$ cat src/rtl/adder_pkg.sv
// Shared types and helpers for the pipelined adder datapath.
package adder_pkg;

   typedef enum logic {
      ADD = 1'b0,
      SUB = 1'b1
   } op_e;

   // Control half of a pipeline stage; the data half is sized per instance.
   typedef struct packed {
      logic vld;
      logic carry;
   } stage_ctl_t;

   function automatic int slice_w(input int width, input int stages);
      return width / stages;
   endfunction

endpackage

$ cat src/rtl/adder_slice.sv
// Combinational S-bit ripple slice built from full_adder cells.
module adder_slice #(
   parameter int S = 4
) (
   input  logic [S-1:0] i_a,
   input  logic [S-1:0] i_b,
   input  logic         i_c,
   output logic [S-1:0] o_sum,
   output logic         o_carry,
   output logic         o_ovf
);

   logic [S:0] w_c;

   assign w_c[0] = i_c;

   genvar i;
   generate
      for (i = 0; i < S; i++) begin : g_bit
         full_adder u_fa (
            .i_a (i_a[i]),
            .i_b (i_b[i]),
            .i_c (w_c[i]),
            .o_s (o_sum[i]),
            .o_c (w_c[i+1])
         );
      end
   endgenerate

   assign o_carry = w_c[S];
   // Only meaningful on the top slice, where these are the operand MSBs.
   assign o_ovf   = (i_a[S-1] == i_b[S-1]) && (o_sum[S-1] != i_a[S-1]);

endmodule

$ cat src/rtl/full_adder.sv
// Single-bit full adder cell; golden reference for the multi-bit adder.
module full_adder (
   input  logic i_a,
   input  logic i_b,
   input  logic i_c,
   output logic o_s,
   output logic o_c
);

   assign o_s = i_a ^ i_b ^ i_c;
   assign o_c = (i_a & i_b) | (i_c & (i_a ^ i_b));

endmodule

$ cat src/rtl/pipelined_adder.sv
// Pipelined WIDTH-bit add/sub: carry ripples through STAGES registered slices
// with valid/ready handshake and per-stage bubble collapsing.
module pipelined_adder
   import adder_pkg::*;
#(
   parameter int WIDTH  = 8,
   parameter int STAGES = 2
) (
   input  logic             clk,
   input  logic             rst,
   input  logic             in_valid,
   output logic             in_ready,
   input  logic [WIDTH-1:0] a,
   input  logic [WIDTH-1:0] b,
   input  logic             cin,
   input  logic             op,
   output logic             out_valid,
   input  logic             out_ready,
   output logic [WIDTH-1:0] sum,
   output logic             cout,
   output logic             ovf
);

   localparam int S = slice_w(WIDTH, STAGES);
   localparam int L = STAGES - 1;

   op_e              w_op;
   logic [WIDTH-1:0] w_b_eff;
   logic             w_cin_eff;

   assign w_op      = op_e'(op);
   assign w_b_eff   = (w_op == SUB) ? ~b : b;
   assign w_cin_eff = (w_op == SUB) ? 1'b1 : cin;

   stage_ctl_t [L:0]            r_ctl;
   logic       [L:0][WIDTH-1:0] r_a;
   logic       [L:0][WIDTH-1:0] r_b;
   logic       [L:0][WIDTH-1:0] r_psum;
   logic                        r_ovf;

   logic [L:0]            w_load;
   logic [L:0]            w_src_vld;
   logic [L:0]            w_c_in;
   logic [L:0]            w_slice_c;
   logic [L:0]            w_slice_ovf;
   logic [L:0][S-1:0]     w_slice_sum;
   logic [L:0][WIDTH-1:0] w_a_src;
   logic [L:0][WIDTH-1:0] w_b_src;
   logic [L:0][WIDTH-1:0] w_psum_src;
   logic [L:0][WIDTH-1:0] w_psum_nxt;

   genvar k;
   generate
      for (k = 0; k < STAGES; k++) begin : g_stage
         if (k == 0) begin : g_head
            assign w_a_src[k]    = a;
            assign w_b_src[k]    = w_b_eff;
            assign w_psum_src[k] = '0;
            assign w_c_in[k]     = w_cin_eff;
            assign w_src_vld[k]  = in_valid;
         end else begin : g_body
            assign w_a_src[k]    = r_a[k-1];
            assign w_b_src[k]    = r_b[k-1];
            assign w_psum_src[k] = r_psum[k-1];
            assign w_c_in[k]     = r_ctl[k-1].carry;
            assign w_src_vld[k]  = r_ctl[k-1].vld;
         end

         // Load when empty or when the downstream stage moves this cycle.
         if (k == L) begin : g_tail_load
            assign w_load[k] = !r_ctl[k].vld || out_ready;
         end else begin : g_mid_load
            assign w_load[k] = !r_ctl[k].vld || w_load[k+1];
         end

         adder_slice #(.S(S)) u_slice (
            .i_a     (w_a_src[k][k*S +: S]),
            .i_b     (w_b_src[k][k*S +: S]),
            .i_c     (w_c_in[k]),
            .o_sum   (w_slice_sum[k]),
            .o_carry (w_slice_c[k]),
            .o_ovf   (w_slice_ovf[k])
         );

         // Bits above the slices done so far are always zero, so OR-in is safe.
         assign w_psum_nxt[k] = w_psum_src[k] | (WIDTH'(w_slice_sum[k]) << (k*S));
      end
   endgenerate

   always_ff @(posedge clk or posedge rst) begin
      if (rst) begin
         r_ctl  <= '0;
         r_a    <= '0;
         r_b    <= '0;
         r_psum <= '0;
         r_ovf  <= 1'b0;
      end else begin
         for (int s = 0; s < STAGES; s++) begin
            if (w_load[s]) begin
               r_ctl[s].vld <= w_src_vld[s];
               if (w_src_vld[s]) begin
                  r_ctl[s].carry <= w_slice_c[s];
                  r_a[s]         <= w_a_src[s];
                  r_b[s]         <= w_b_src[s];
                  r_psum[s]      <= w_psum_nxt[s];
               end
            end
         end
         if (w_load[L] && w_src_vld[L])
            r_ovf <= w_slice_ovf[L];
      end
   end

   assign in_ready  = w_load[0];
   assign out_valid = r_ctl[L].vld;
   assign sum       = r_psum[L];
   assign cout      = r_ctl[L].carry;
   assign ovf       = r_ovf;

   // Last-stage operand copies and lower-slice ovf flags have no consumer.
   logic w_unused;
   assign w_unused = ^{r_a[L], r_b[L], w_slice_ovf};

endmodule
$ cat config.mk
export PLATFORM = sky130hd
export DESIGN_NAME = pipelined_adder
export DESIGN_NICKNAME = d
export VERILOG_FILES = /design/src/rtl/adder_pkg.sv /design/src/rtl/adder_slice.sv /design/src/rtl/full_adder.sv /design/src/rtl/pipelined_adder.sv
export SDC_FILE = /design/constraint.sdc
export NUM_CORES = 1
export LEC_CHECK = 0
export ABC_AREA = 1
export CAP_MARGIN = 15
export CORE_MARGIN = 2
export CORE_UTILIZATION = 44
export CTS_CLUSTER_DIAMETER = 80
export DETAILED_ROUTE_END_ITERATION = 16
export HOLD_SLACK_MARGIN = 0.05
export PLACE_DENSITY = 0.75
export SLEW_MARGIN = 20
export SYNTH_ARGS = -nofsm -noshare
export SYNTH_HDL_FRONTEND = slang
export SYNTH_SLANG_ARGS = --single-unit
$ cat constraint.sdc
create_clock -name clk -period 2.36 [get_ports clk]
set_input_delay 0.472 -clock clk [delete_from_list [all_inputs] [get_ports clk]]
set_output_delay 0.472 -clock clk [all_outputs]
set_load 0.005 [all_outputs]
==> impl_metrics.tcl <==
set metrics [dict create \
    status "completed" \
    die_w_um 60.1 \
    clkSinkCount 25 \
    io_pins 34 \
    fin_crit_ns 2.32 \
    io_buffers 33 \
    maxSlewViolCount 0 \
    hold_violations 0 \
    slew_headroom 0.786 \
    setup_violations 0 \
    max_freq_mhz 431 \
    ys_seq_area_frac 0.452 \
    critPathCaptureType "flop" \
    layout-drive-gt1-share 0.161 \
    worstSkewPairLatency_ns 0.32 \
    root_buffer "clkbuf_4" \
    final_util 0.569 \
    wirelength_um 2430 \
    rsz0062_at_grt "true" \
    rows 20 \
    grt_pass1_wl_um 4200 \
    cts_buffer_depth 2 \
    drtIter0Drc 37 \
    crit_path_start_kind "flop" \
    worstPathMaxFanout 2 \
    synth.top_cell.area_share 0.452 \
    hold_class "flop to flop" \
    wl_per_cell_um 10.8 \
    die_y_um 60.1 \
    grt_use_total 0.160 \
    firstDrtPassIters 4 \
    die_area_sq_mm 0.00361 \
    overflow 0 \
    cts_buffers 3 \
    maxCapViolCount 0 \
    p_leak_nw 0.863 \
    cts_tree "done" \
    antenna_found_initial 0 \
    dp_cells 220 \
    synth_nets 184 \
    ys_seq_elements 25 \
    synth_top_area_cell "dfrtp_1" \
    diodes 0 \
    synth_top_cells_by_area "dfrtp_1 45%, nand2_1 16%, fa_1 12%, inv_1 5.7%, buf_4 5.4%" \
    dpl-instance-area_sq_mm 0.00170 \
    p_per_area_mw_per_mm2 765 \
    start_util 0.457 \
    stdcell_count 224 \
    cp.arrival_ns 2.54 \
    post-cts-setup-buffers 0 \
    htree_levels 1 \
    tightestPinTransition_ns 0.321 \
    grt_pass1_vias 988 \
    ant_nets 0 \
    crit_required_ns 2.58 \
    yosysUniqueCellTypes 17 \
    area_growth_pct 24.5 \
    gp_congestion 0.821 \
    syn_inst 153 \
    drc_errors 0 \
    ir_drop_v 0.000213 \
    nets 212 \
    fp.coreArea_sq_mm 0.00303 \
    power.total_w 0.00132 \
    skew_ns 0.00696 \
    vias 994 \
    syn_avg_cell_area_sq_um 9.04 \
    tns_ns 0 \
    vias_per_cell 4.44 \
    dp_hpwl_um 1940 \
    yosysWarnings 0 \
    fin_area_sq_mm 0.00172 \
    finalCritPeriodShare 0.983 \
    grt_start_max_net_pins 26 \
    syn-cell-area_sq_mm 0.00138 \
    cts.reportedPaths.clkPinSlew_ns 0.13 \
    worst-setup-path-type "flop to flop" \
]
cells in the final DEF (no fill, tap or decap):
master / n
clkbuf_1: 1
inv_1: 15
nand3_1: 6
buf_4: 2
fa_2: 5
fa_1: 3
inv_2: 6
buf_2: 2
nand2_1: 60
nand2_2: 1
nor2_1: 2
xor2_1: 1
o21ai_2: 6
nand2_4: 1
dfrtp_1: 25
clkdlybuf4s50_1: 29
clkbuf_4: 3
o21ai_0: 1
nor2_2: 1
ha_1: 1
o21ai_1: 3
dlygate4sd2_1: 2
xnor2_2: 1
xnor2_1: 2
nand3_4: 1
routing by layer:
| layer | vias up | routed length [um] | GRT usage |
|---|---|---|---|
| met5 | - | 0 | 0 |
| met4 | 0 | 41 | 0.0794 |
| met3 | 4 | 86 | 0.0152 |
| met2 | 26 | 1290 | 0.290 |
| met1 | 462 | 1010 | 0.185 |
| li1 | 502 | - | - |
what timing repair did:
item,4_1_cts,5_1_grt
resized for setup,18,2
pin swaps,9,0
hold buffers,0,0
endpoints found under the setup margin,3,1
where the power goes:
part / internal (W) / switching [W]
logic: 0.000282 / 0.000224
registers: 0.000549 / 0.0000766
clock network: 0.0000661 / 0.000121
sequential cells by signal, indices dropped and copies added (netlist names):
name,count
sum,8
out_valid,1
r_a,4
r_ctl,2
cout,1
ovf,1
r_psum,4
r_b,4
worst max-delay path, cell delays in order (launching register included):
cell	delay, ns
dfrtp_1	0.43
fa_2	0.39
inv_2	0.07
fa_1	0.17
inv_2	0.04
fa_2	0.33
inv_2	0.06
fa_1	0.43
inv_2	0.07
nand2_1	0.04
nand2_1	0.05
nor2_1	0.03
nand2_1	0.05
nand2_1	0.05
cells in the mapped netlist:
| cell type | number |
|---|---|
| xor2_1 | 1 |
| nor2_1 | 3 |
| buf_4 | 10 |
| buf_6 | 2 |
| xnor2_1 | 3 |
| dfrtp_1 | 25 |
| nand2_2 | 1 |
| nand3_4 | 1 |
| o21ai_2 | 6 |
| ha_1 | 1 |
| nand2_1 | 60 |
| o21ai_1 | 3 |
| o21ai_0 | 1 |
| nand2_4 | 1 |
| nand3_1 | 6 |
| inv_1 | 21 |
| fa_1 | 8 |
through the flow:
stage	hold slack (ns)	setup WS, ns
after floorplan	0.442	-0.162
after global placement	0.460	-0.567
after detailed placement	0.465	-0.656
after CTS	0.496	0.0369
after global routing	0.503	-0.0846
final	0.488	0.0407
logic make-up (layout without fill, tap and decap cells):
family,count (synthesis),after routing,share of synthesized area
xor+xnor,4,4,0.0253
simple gates,72,72,0.218
flops,25,25,0.452
buf+inv,33,60,0.127
compound gates,10,10,0.0524
fa+ha+maj,9,9,0.125
worst paths after layout:
| path | from | to | slack [ns] | depth (start not counted) |
|---|---|---|---|---|
| worst max-delay path | r_ctl[0]$_DFFE_PP0P_ | ovf$_DFFE_PP0P_ | 0.04 | 13 |
| worst max register to register | r_ctl[0]$_DFFE_PP0P_ | ovf$_DFFE_PP0P_ | 0.04 | 13 |
| worst min register to register | r_psum[1]$_DFFE_PP0P_ | sum[1]$_DFFE_PP0P_ | 0.49 | 2 |
| min in group asynchronous | rst | sum[6]$_DFFE_PP0P_ | 0.50 | 3 |
| max in group asynchronous | rst | sum[0]$_DFFE_PP0P_ | 1.62 | 3 |
| worst min-delay path | r_psum[1]$_DFFE_PP0P_ | sum[1]$_DFFE_PP0P_ | 0.49 | 2 |
cell type report:
class                      instances  area, sq um
inverter                          21         78.8
sequential                        25          626
timing repair buffer              35          333
clock buffer                       4         26.3
fill                             287         1310
tap                               44         55.1
multi-input combinational         95          604
(Power assumes the default switching activity.)
